--- src/rtl/mdu_pkg.sv ---
// Shared encodings for the iterative multiply/divide unit: op codes, FSM states
// and the default iteration count.
package mdu_pkg;

    localparam int unsigned ITER_COUNT = 32;

    typedef enum logic [1:0] {
        OP_MULTU = 2'b00,
        OP_MULT  = 2'b01,
        OP_DIVU  = 2'b10,
        OP_DIV   = 2'b11
    } mdu_op_e;

    typedef enum logic [1:0] {
        IDLE,
        CALC,
        FIXUP,
        DONE
    } mdu_state_e;

endpackage

--- src/rtl/mult_div_unit_if.sv ---
// Core <-> MDU connection: operation launch, MTHI/MTLO writes, status and HI/LO.
interface mult_div_unit_if
    import mdu_pkg::*;
#(
    parameter int unsigned WIDTH = ITER_COUNT
);
    logic             start;
    logic [1:0]       op;
    logic [WIDTH-1:0] a;
    logic [WIDTH-1:0] b;
    logic             hi_we;
    logic             lo_we;
    logic [WIDTH-1:0] wdata;
    logic             busy;
    logic             done;
    logic             div_by_zero;
    logic [WIDTH-1:0] hi;
    logic [WIDTH-1:0] lo;

    modport master (
        output start, op, a, b, hi_we, lo_we, wdata,
        input  busy, done, div_by_zero, hi, lo
    );

    modport slave (
        input  start, op, a, b, hi_we, lo_we, wdata,
        output busy, done, div_by_zero, hi, lo
    );
endinterface

--- src/rtl/mdu_abs_neg.sv ---
// Conditional two's-complement negate: operand magnitudes at latch and result
// sign fixup.
module mdu_abs_neg #(
    parameter int unsigned W = 32
) (
    input  logic [W-1:0] value,
    input  logic         neg,
    output logic [W-1:0] result
);
    assign result = neg ? ((~value) + W'(1)) : value;
endmodule

--- src/rtl/mult_div_unit.sv ---
// Iterative MULT/MULTU/DIV/DIVU unit with HI/LO registers and MTHI/MTLO writes.
// Optional MDU_EARLY_TERM_EN: multiplies leave CALC once the multiplier is exhausted.
module mult_div_unit
    import mdu_pkg::*;
#(
    parameter int unsigned WIDTH = ITER_COUNT
) (
    input  logic           clk,
    input  logic           rst_n,
    mult_div_unit_if.slave bus
);
    localparam int unsigned CW = $clog2(WIDTH) + 1;
    localparam logic [CW-1:0] LAST = CW'(WIDTH - 1);

    mdu_state_e         state, state_nxt;
    logic [CW-1:0]      cnt;
    mdu_op_e            op_q;
    logic [WIDTH-1:0]   a_raw;
    logic [WIDTH-1:0]   mplier;
    logic [WIDTH-1:0]   hi_q, lo_q;
    logic               a_neg, b_neg, b_zero, dbz_q;
    logic [2*WIDTH-1:0] acc, mcand;

    logic               launch, busy_c, done_c, last_iter;
    logic               in_signed, in_div, q_div;
    logic [WIDTH-1:0]   a_mag, b_mag, quo_fix, rem_fix;
    logic [2*WIDTH-1:0] prod_fix;
    logic [WIDTH:0]     rem_sh;
    logic [WIDTH-1:0]   rem_sub;
    logic               rem_ge;

    assign in_signed = (bus.op == OP_MULT) || (bus.op == OP_DIV);
    assign in_div    = (bus.op == OP_DIVU) || (bus.op == OP_DIV);
    assign q_div     = (op_q == OP_DIVU) || (op_q == OP_DIV);
    assign launch    = bus.start && ((state == IDLE) || (state == DONE));

    mdu_abs_neg #(.W(WIDTH)) u_a_mag (
        .value (bus.a),
        .neg   (in_signed & bus.a[WIDTH-1]),
        .result(a_mag)
    );

    mdu_abs_neg #(.W(WIDTH)) u_b_mag (
        .value (bus.b),
        .neg   (in_signed & bus.b[WIDTH-1]),
        .result(b_mag)
    );

    mdu_abs_neg #(.W(2*WIDTH)) u_prod_fix (
        .value (acc),
        .neg   (a_neg ^ b_neg),
        .result(prod_fix)
    );

    mdu_abs_neg #(.W(WIDTH)) u_quo_fix (
        .value (mplier),
        .neg   (a_neg ^ b_neg),
        .result(quo_fix)
    );

    mdu_abs_neg #(.W(WIDTH)) u_rem_fix (
        .value (acc[WIDTH-1:0]),
        .neg   (a_neg),
        .result(rem_fix)
    );

    // Restoring divide: acc[WIDTH-1:0] is the partial remainder, mplier shifts
    // the dividend out at the top and collects quotient bits at the bottom.
    assign rem_sh  = {acc[WIDTH-1:0], mplier[WIDTH-1]};
    assign rem_ge  = rem_sh >= {1'b0, mcand[WIDTH-1:0]};
    assign rem_sub = rem_sh[WIDTH-1:0] - mcand[WIDTH-1:0];

`ifdef MDU_EARLY_TERM_EN
    assign last_iter = (cnt == LAST) || (!q_div && (mplier[WIDTH-1:1] == '0));
`else
    assign last_iter = (cnt == LAST);
`endif

    always_ff @(posedge clk) begin
        if (!rst_n) state <= IDLE;
        else        state <= state_nxt;
    end

    always_comb begin
        state_nxt = state;
        busy_c    = 1'b0;
        done_c    = 1'b0;
        case (state)
            IDLE: begin
                if (launch) state_nxt = CALC;
            end
            CALC: begin
                busy_c = 1'b1;
                if (last_iter) state_nxt = FIXUP;
            end
            FIXUP: begin
                busy_c    = 1'b1;
                state_nxt = DONE;
            end
            DONE: begin
                done_c    = 1'b1;
                state_nxt = launch ? CALC : IDLE;
            end
            default: state_nxt = IDLE;
        endcase
    end

    always_ff @(posedge clk) begin
        if (!rst_n) begin
            cnt    <= '0;
            op_q   <= OP_MULTU;
            a_raw  <= '0;
            a_neg  <= 1'b0;
            b_neg  <= 1'b0;
            b_zero <= 1'b0;
            acc    <= '0;
            mcand  <= '0;
            mplier <= '0;
            hi_q   <= '0;
            lo_q   <= '0;
            dbz_q  <= 1'b0;
        end else begin
            dbz_q <= (state == FIXUP) && q_div && b_zero;
            if (launch) begin
                cnt    <= '0;
                op_q   <= mdu_op_e'(bus.op);
                a_raw  <= bus.a;
                a_neg  <= in_signed & bus.a[WIDTH-1];
                b_neg  <= in_signed & bus.b[WIDTH-1];
                b_zero <= (bus.b == '0);
                acc    <= '0;
                mcand  <= {{WIDTH{1'b0}}, (in_div ? b_mag : a_mag)};
                mplier <= in_div ? a_mag : b_mag;
            end else if (state == CALC) begin
                cnt <= cnt + CW'(1);
                if (q_div) begin
                    acc    <= {{WIDTH{1'b0}}, (rem_ge ? rem_sub : rem_sh[WIDTH-1:0])};
                    mplier <= {mplier[WIDTH-2:0], rem_ge};
                end else begin
                    if (mplier[0]) acc <= acc + mcand;
                    mcand  <= {mcand[2*WIDTH-2:0], 1'b0};
                    mplier <= {1'b0, mplier[WIDTH-1:1]};
                end
            end else if (state == FIXUP) begin
                if (q_div) begin
                    if (b_zero) begin
                        hi_q <= a_raw;
                        lo_q <= '1;
                    end else begin
                        hi_q <= rem_fix;
                        lo_q <= quo_fix;
                    end
                end else begin
                    {hi_q, lo_q} <= prod_fix;
                end
            end else if (!busy_c && !bus.start) begin
                if (bus.hi_we) hi_q <= bus.wdata;
                if (bus.lo_we) lo_q <= bus.wdata;
            end
        end
    end

    assign bus.busy        = busy_c;
    assign bus.done        = done_c;
    assign bus.div_by_zero = dbz_q;
    assign bus.hi          = hi_q;
    assign bus.lo          = lo_q;

endmodule

--- src/flat_wrapper.sv ---
// flat-port wrapper written by rule: the top's interface ports become plain ports
module mult_div_unit_flat import mdu_pkg::*;
#(
    parameter int unsigned WIDTH = ITER_COUNT
)
  (clk, rst_n, bus_start, bus_op, bus_a, bus_b, bus_hi_we, bus_lo_we, bus_wdata, bus_busy, bus_done, bus_div_by_zero, bus_hi, bus_lo);
  mult_div_unit_if #(.WIDTH(WIDTH)) bus_i ();
  input  logic clk;
  input  logic rst_n;
  input wire logic [$bits(bus_i.start)-1:0] bus_start;
  input wire logic [$bits(bus_i.op)-1:0] bus_op;
  input wire logic [$bits(bus_i.a)-1:0] bus_a;
  input wire logic [$bits(bus_i.b)-1:0] bus_b;
  input wire logic [$bits(bus_i.hi_we)-1:0] bus_hi_we;
  input wire logic [$bits(bus_i.lo_we)-1:0] bus_lo_we;
  input wire logic [$bits(bus_i.wdata)-1:0] bus_wdata;
  output wire logic [$bits(bus_i.busy)-1:0] bus_busy;
  output wire logic [$bits(bus_i.done)-1:0] bus_done;
  output wire logic [$bits(bus_i.div_by_zero)-1:0] bus_div_by_zero;
  output wire logic [$bits(bus_i.hi)-1:0] bus_hi;
  output wire logic [$bits(bus_i.lo)-1:0] bus_lo;
  assign bus_i.start = bus_start;
  assign bus_i.op = bus_op;
  assign bus_i.a = bus_a;
  assign bus_i.b = bus_b;
  assign bus_i.hi_we = bus_hi_we;
  assign bus_i.lo_we = bus_lo_we;
  assign bus_i.wdata = bus_wdata;
  assign bus_busy = bus_i.busy;
  assign bus_done = bus_i.done;
  assign bus_div_by_zero = bus_i.div_by_zero;
  assign bus_hi = bus_i.hi;
  assign bus_lo = bus_i.lo;
  mult_div_unit #(.WIDTH(WIDTH)) u_core (.clk(clk), .rst_n(rst_n), .bus(bus_i));
endmodule
--- config.mk ---
export PLATFORM = sky130hd
export DESIGN_NAME = mult_div_unit_flat
export DESIGN_NICKNAME = d
export VERILOG_FILES = /design/src/rtl/mdu_pkg.sv /design/src/rtl/mult_div_unit_if.sv /design/src/rtl/mdu_abs_neg.sv /design/src/rtl/mult_div_unit.sv /design/src/flat_wrapper.sv
export SDC_FILE = /design/constraint.sdc
export NUM_CORES = 1
export LEC_CHECK = 0
export CAP_MARGIN = 5
export CORE_MARGIN = 8
export CORE_UTILIZATION = 30
export DETAILED_ROUTE_END_ITERATION = 16
export PLACE_DENSITY = 0.58
export SYNTH_ARGS = -nofsm -noshare
export SYNTH_HDL_FRONTEND = slang
export SYNTH_SLANG_ARGS = --single-unit
--- constraint.sdc ---
create_clock -name clk -period 3.25 [get_ports clk]
set_input_delay 0.65 -clock clk [delete_from_list [all_inputs] [get_ports clk]]
set_output_delay 0.65 -clock clk [all_outputs]
set_load 0.005 [all_outputs]
# After elaboration in Yosys (flattened, before gate mapping)
# Index checks and enable logic that the tools add are counted.
[word_totals] mem_bits_ro=0 reg_bits=270 mem_bits_rw=0 mem_count=0 wordCells=104 in_bits=103 out_inout_bits=67 latchBits=0
[op_classes] addsub=8 mul=0 muxes=32 order_cmp=1 n_div=0 shifts=0 n_reduce_logical=25 eq_ne=12 bitwise=12
[op_table] operator="$mux W32" n=23
[op_table] operator="$mux W64" n=3
[op_table] operator="$add A32 B1 Y32 const B" n=4
[op_table] operator="$not A32 Y32" n=4
[op_table] operator="$add A64 B1 Y64 const B" n=1
[op_table] operator="$add A64 B64 Y64" n=1
[op_table] operator="$not A64 Y64" n=1
[op_table] operator="$ge A33 B32 Y1" n=1
[op_table] operator="$logic_not A32 Y1" n=1
[op_table] operator="$sub A32 B32 Y32" n=1
[op_table] operator="$eq A2 B2 Y1 const B" n=6
[op_table] operator="$reduce_bool A2 Y1" n=5
[op_table] operator="$pmux W2 S4" n=1
[op_table] operator="$reduce_and A2 Y1" n=4
[op_table] operator="$reduce_and A4 Y1" n=2
[op_table] operator="$add A6 B1 Y6 const B" n=1
[op_table] operator="$eq A6 B5 Y1 const B" n=1
[op_table] operator="$ne A2 B1 Y1 const B" n=3
[op_table] operator="$eq A2 B1 Y1 const B" n=2
[op_table] operator="$logic_and A1 B1 Y1" n=4
[op_table] operator="$logic_or A1 B1 Y1" n=4
[op_table] operator="$mux W2" n=2
[op_table] operator="$not A1 Y1" n=4
[op_table] operator="$reduce_or A2 Y1" n=2
[op_table] operator="5 further kinds" n=9

# Longest topological paths before layout
[logic_depth] ltp_word=7 depth_mapped=15 ltp_nobuf=15

# Modules after synthesis
# From an unflattened synthesis, not the netlist that was laid out.
[hier_totals] hier_cells=2977 hier_area_um2=22864.4
[modules_own_cells] module="mult_div_unit" cells_per_inst=2384 n_inst=1 seq_area_each_um2=5385.2 area_per_inst_um2=18226.2
[modules_own_cells] module="mdu_abs_neg at u_core.u_a_mag ..." cells_per_inst=99 n_inst=4 seq_area_each_um2=0.0 area_per_inst_um2=777.0
[modules_own_cells] module="mdu_abs_neg at u_core.u_prod_fix" cells_per_inst=197 n_inst=1 seq_area_each_um2=0.0 area_per_inst_um2=1530.2

# Least setup slack after synthesis
# Ideal clock, no wire load.
[synth_timing] path_type="flip-flop to flip-flop" start="register u_core.mplier[31]" end="register u_core.acc[18]" stages_incl_launch_ff=16 t_arrival_ns=3.272 setup_ns=0.131 synth_period_minus_slack_ns=3.403 required_time_ns=3.119 path_buffers=0 setup_slack_ns=-0.153 cell_sequence="dfxtp_1 inv_1 ha_1 inv_1 fa_1 a21o_1 a21oi_1 o21bai_1 a2111oi_0 o31ai_1 a21boi_0 o21ai_0 xnor2_1 mux2_2 mux2i_1 a21oi_1"
[synth_via] elab_chain_len=3 elab_cells_between_ends=4 classes_between="add/sub (1); order compare (1); mux (2)"
[synth_rtl] element="from (decl)" line_no="mult_div_unit.sv:19" source="logic [WIDTH-1:0] mplier;"
[synth_rtl] element="from (signal assigned)" line_no="mult_div_unit.sv:133" source="mplier <= in_div ? a_mag : b_mag;"
[synth_rtl] element="from (signal assigned)" line_no="mult_div_unit.sv:138" source="mplier <= {mplier[WIDTH-2:0], rem_ge};"
[synth_rtl] element="from (signal assigned)" line_no="mult_div_unit.sv:142" source="mplier <= {1'b0, mplier[WIDTH-1:1]};"
[synth_rtl] element="$sub A32 B32 Y32 / $ge A33 B32 Y1 (equally long branches)" line_no="mult_div_unit.sv:71, mult_div_unit.sv:70"
[synth_rtl] element="$mux W32 (*)" line_no="mult_div_unit.sv:137" source="acc <= {{WIDTH{1'b0}}, (rem_ge ? rem_sub : rem_sh[WIDTH-1:0])};"
[synth_rtl] element="$mux W64 (*)" line_no="mult_div_unit.sv:136" source="if (q_div) begin"
[synth_rtl] element="to (signal assigned)" line_no="mult_div_unit.sv:137"
[synth_rtl] element="to (signal assigned)" line_no="mult_div_unit.sv:140" source="if (mplier[0]) acc <= acc + mcand;"
[synth_rtl] element="to (decl)" line_no="mult_div_unit.sv:22" source="logic [2*WIDTH-1:0] acc, mcand;"
# Mark *: on every way between the ends. The rest lies on a longest branch, timed or not.
# A chain may end at the register's enable or synchronous reset.

# Worst setup path in the final report
[layout_timing] start="register u_core.acc[18]" end="register u_core.hi_q[14], in the netlist u_core.bus.hi[14]"
[layout_via] elab_chain_len=5
[layout_rtl] element="$not A64 Y64" line_no="mdu_abs_neg.sv:10" source="assign result = neg ? ((~value) + W'(1)) : value;"
[layout_rtl] element="$add A64 B1 Y64" line_no="mdu_abs_neg.sv:10"
[layout_rtl] element="$mux W64" line_no="mdu_abs_neg.sv:10"
[layout_rtl] element="$mux W32" line_no="mult_div_unit.sv:145" source="if (q_div) begin"
[layout_rtl] element="$mux W32" line_no="mult_div_unit.sv:144" source="end else if (state == FIXUP) begin"
[layout_rtl] element="to (signal assigned)" line_no="mult_div_unit.sv:147" source="hi_q <= a_raw;"
[layout_rtl] element="to (signal assigned)" line_no="mult_div_unit.sv:150" source="hi_q <= rem_fix;"
[layout_rtl] element="to (signal assigned)" line_no="mult_div_unit.sv:154" source="{hi_q, lo_q} <= prod_fix;"
[layout_rtl] element="to (decl)" line_no="mult_div_unit.sv:20" source="logic [WIDTH-1:0] hi_q, lo_q;"
# Every way passes these cells.

==> results.rst <==
.. list-table::
   :header-rows: 1

   * - Metric
     - Value
   * - Minimum setup slack after placement
     - -0.831 ns
   * - Die ar.
     - 81100 µm²
   * - Number of input and output port buffers inserted
     - 169
   * - Overflow left after global routing
     - 0
   * - Number of cells produced by synthesis
     - 2987
   * - Post-Synthesis Net Count
     - 3197
   * - Met2 Routed Length
     - 42100 µm
   * - RSZ-0062 raised after global routing
     - true
   * - DRT iter0 DRCs
     - 2380
   * - Met3 Wirelength
     - 9800 µm
   * - Cell total after placement
     - 4359
   * - Largest fanout on the critical path
     - 4
   * - Sequential-to-total area share from yosys stat
     - 24.8%
   * - Count of nets after finishing
     - 3687
   * - Count of antenna-violating nets left after detailed routing
     - 0
   * - Critical Path Max Stage Delay
     - 0.59 ns
   * - Share of total power in combinational logic
     - 64.8%
   * - Area delta synth->final
     - 39.0%
   * - Via count
     - 24500
   * - Most area-hungry cell type in the Yosys netlist
     - dfxtp_1
   * - Sw frac
     - 45.9%
   * - Buffer depth of the longest clock path
     - 3
   * - Number of fillers in the final layout
     - 7370
   * - Average cell area after synthesis
     - 7.26 µm²
   * - Ratio of routed vias to standard cells
     - 5.49
   * - Leading register cell type out of synthesis
     - dfxtp_1
   * - Max-Cap Viols
     - 0
   * - Beginning of the worst hold path
     - u_core.a_raw[6]$_SDFFE_PN0P_
   * - Leading post-synthesis cells by cell area
     - dfxtp_1 25%, nand2_1 7.8%, a21oi_1 7.2%, xnor2_1 6.1%, ha_1 6.1%
   * - Level count of the clock H-tree
     - 2
   * - Category of the critical setup timing path
     - flop to flop
   * - Unique masters post-synth
     - 75
   * - Cell area reported after detailed placement
     - 27500 µm²
   * - Failing checks
     - setup timing
   * - Nature of the critical path startpoint
     - flop
   * - Effective utilization at floorplan
     - 30.3%
   * - Clock latency reported for the late side of the worst-skew pair
     - 0.58 ns
   * - TNS Setup
     - -0.762 ns
   * - Pins Over Slew Limit
     - 0
   * - Maximum number of pins on one net before global-route repair
     - 116
   * - Cell at the root of the clock tree
     - clkbuf_16
   * - Post-synth EDFFs
     - 0
   * - Startpoint of the worst setup timing path
     - u_core.acc[18]$_SDFFE_PP0P_
   * - Half-perimeter wire length after detailed placement
     - 78100 µm
   * - Class of the tightest hold or removal check
     - flop to flop
   * - Category of cells accounting for the largest share of critical-path delay
     - simple AND/OR/NAND/NOR gates
   * - Arrival time at the worst endpoint
     - 3.85 ns
   * - Number of clock sinks
     - 269
   * - Final worst setup slack
     - -0.152 ns
   * - Number of buffers inserted by hold repair at cts
     - 0
   * - Cell area power density
     - 855 nW/µm²
   * - Ys Warns
     - 0
   * - Final Core Density
     - 42.2%
   * - RePlAce Congestion
     - 0.999
   * - Share of synthesized flip-flops with an asynchronous set or reset
     - 0%
   * - Buf+Inv Stages, Crit Path
     - 1
   * - Worst-Margin Slew
     - 0.886 ns
   * - F_max
     - 294 MHz
   * - Clock edge transition at the registers on the reported setup and hold paths
     - 0.06 ns
   * - Number of primary I/O pins
     - 170
   * - Count of state elements after synthesis
     - 269
   * - First-pass GRT wire length
     - 147000 µm
   * - Cell-by-cell trace of the critical path
     - buf_6 -> or4_4 -> or3_4 -> or4_4 -> or3_4 -> or2_4 -> o41ai_4 -> xnor2_1 -> nor2_1 -> a21oi_1 -> a211oi_2 -> nor3_1
   * - Final hold violation count
     - 0
   * - Result of the run
     - finished with violations
   * - Die Height
     - 285 µm
   * - Clock tree from TritonCTS
     - built
   * - Num CTS Buffers
     - 36
   * - Area share of the largest cell type after synthesis
     - 24.8%
   * - First-pass iteration count of the detailed router
     - 7
   * - Average routed wire per standard cell
     - 22.5 µm
   * - Fraction of final layout cells with drive strength greater than 1
     - 22.4%
   * - Highest metal used
     - met5
   * - Detailed-route wire length on metal 1
     - 44200 µm
   * - Int Pwr
     - 13.9 mW
   * - Share of the clock period used by the worst path
     - 105%
   * - Net Switching
     - 11.8 mW
   * - Clock tree skew after final layout
     - 0.0311 ns
   * - Cell with the largest stage delay on the worst path
     - or4_4
   * - Routed Wire Length
     - 100000 µm
   * - Required time reported for the critical path endpoint
     - 3.69 ns
   * - Sequential cell area
     - 5420 µm²
   * - Final non-filler cell total
     - 4456
   * - Antenna violations before repair
     - 3
   * - Die width
     - 285 µm
   * - Critical path capture point type
     - flop
   * - Vias in the first global route
     - 22800
   * - Total routing usage reported by global routing
     - 23.3%
   * - Headroom to the max-slew limit
     - 40.5%
   * - Number of endpoints failing setup at the final stage
     - 15
   * - Minimum clock period
     - 3.40 ns
   * - Remaining DRCs
     - 0
   * - Post-route cell area
     - 30100 µm²
   * - Seq pwr share
     - 19.3%
   * - Most common cell in the synthesized netlist
     - nand2_1
   * - IR drop worst, VDD
     - 0.601 mV
   * - Clk pwr share
     - 16.0%
   * - Startpoint of the worst-slack reg-to-reg timing path
     - u_core.acc[18]$_SDFFE_PP0P_
   * - Standard-cell row count
     - 98
   * - Multi-input combinational cell area
     - 16200 µm²
   * - Static power due to leakage
     - 12.4 nW
   * - Synthesized cell area
     - 21700 µm²
   * - Floorplan Core Area
     - 71500 µm²
   * - Top cells by instance count after synthesis
     - 448 x nand2_1, 313 x a21oi_1, 269 x dfxtp_1, 222 x o21ai_0, 198 x nor2_1
flip-flops by register name, summed over array words and instances (netlist names):
| register | count |
|---|---|
| u_core.acc | 64 |
| u_core.mcand | 64 |
| u_core.a_raw | 32 |
| u_core.bus.hi | 32 |
| u_core.bus.lo | 32 |
| u_core.mplier | 32 |
| u_core.cnt | 6 |
| u_core.state | 2 |
| u_core.a_neg | 1 |
| u_core.b_neg | 1 |
| u_core.b_zero | 1 |
| u_core.bus.div_by_zero | 1 |
| u_core.op_q | 1 |
routing by layer:
layer,global-route usage (%),vias up
met5,0,-
met4,8.31,4
met3,6.41,188
met2,34.9,993
met1,31.9,11600
li1,-,11700
stage by stage:
step | total power, mW | hold slack, ns
after detailed placement | 19.6 | 0.448
after floorplan | 12.5 | 0.436
after CTS | 24.5 | 0.456
final | 25.8 | 0.458
after global placement | 19.6 | 0.444
after global routing | 27.2 | 0.481
final timing paths:
| check | endpoint | slack [ns] | cells past startpoint |
|---|---|---|---|
| max | u_core.bus.hi[14]$_SDFFE_PN0P_ | -0.15 | 12 |
| max reg2reg | u_core.bus.hi[14]$_SDFFE_PN0P_ | -0.15 | 12 |
| min reg2reg | u_core.a_raw[6]$_SDFFE_PN0P_ | 0.46 | 2 |
| min | u_core.a_raw[6]$_SDFFE_PN0P_ | 0.46 | 2 |
repair_timing:
| action | in CTS | in global routing |
|---|---|---|
| pin swaps | 44 | 102 |
| cloned | 1 | 1 |
| resized for setup | 109 | 148 |
| endpoints found under the setup margin | 87 | 78 |
| setup buffers | 14 | 24 |
area by class of cell:
| cell class | count | share of cell area (%) |
|---|---|---|
| multi-input combinational | 2410 | 53.8 |
| sequential | 269 | 18.0 |
| tap | 950 | 3.94 |
| inverter | 83 | 1.05 |
| timing repair buffer | 677 | 19.2 |
| clock inverter | 22 | 0.751 |
| antenna | 1 | 0.00830 |
| clock buffer | 44 | 3.25 |
power groups by stage:
stage	Sequential, mW	Combinational (mW)	Clock [mW]
5_1_grt	5.04	17.8	4.31
3_3_place_gp	4.93	14.7	0
2_1_floorplan	4.74	7.71	0
6_report	4.96	16.7	4.11
4_1_cts	4.90	15.4	4.18
3_5_place_dp	4.94	14.7	0
worst reg2reg max path: cells and delay by family, from the launching register on:
kind	cells	cell delay (ns)
simple gates	7	2.22
buf+inv	1	0.11
compound gates	3	0.52
flops	1	0.33
xor+xnor	1	0.11
logic make-up after synthesis:
group | after synthesis | synth area share, %
xor+xnor | 270 | 10.9
compound gates | 1001 | 29.0
flops | 269 | 24.8
simple gates | 955 | 20.0
fa+ha+maj | 107 | 6.24
mux | 77 | 3.61
buf+inv | 308 | 5.41
cell usage in the layout, fill, tap and decap left out, types with 12 or more instances in the layout:
cell,instances
a211oi_1,34
a21o_1,79
a21oi_1,292
a21oi_2,17
a311oi_1,22
a31oi_1,57
and2_1,19
and3_1,17
buf_12,14
buf_4,472
buf_6,20
clkbuf_16,37
clkdlybuf4s50_1,163
dfxtp_1,248
dfxtp_2,18
ha_1,87
ha_4,13
inv_1,79
mux2i_1,66
nand2_1,441
nand2b_1,42
nand3_1,33
nand4_1,23
nor2_1,191
nor2b_1,16
nor3_1,39
nor4_1,21
o211ai_1,100
o21a_1,18
o21ai_0,192
o21ai_1,17
o21ai_2,12
o21bai_1,15
o221ai_1,36
o31ai_1,21
or2_2,14
or3_1,20
xnor2_1,146
xor2_1,115
Note: power is estimated with default switching activity, not from simulation.
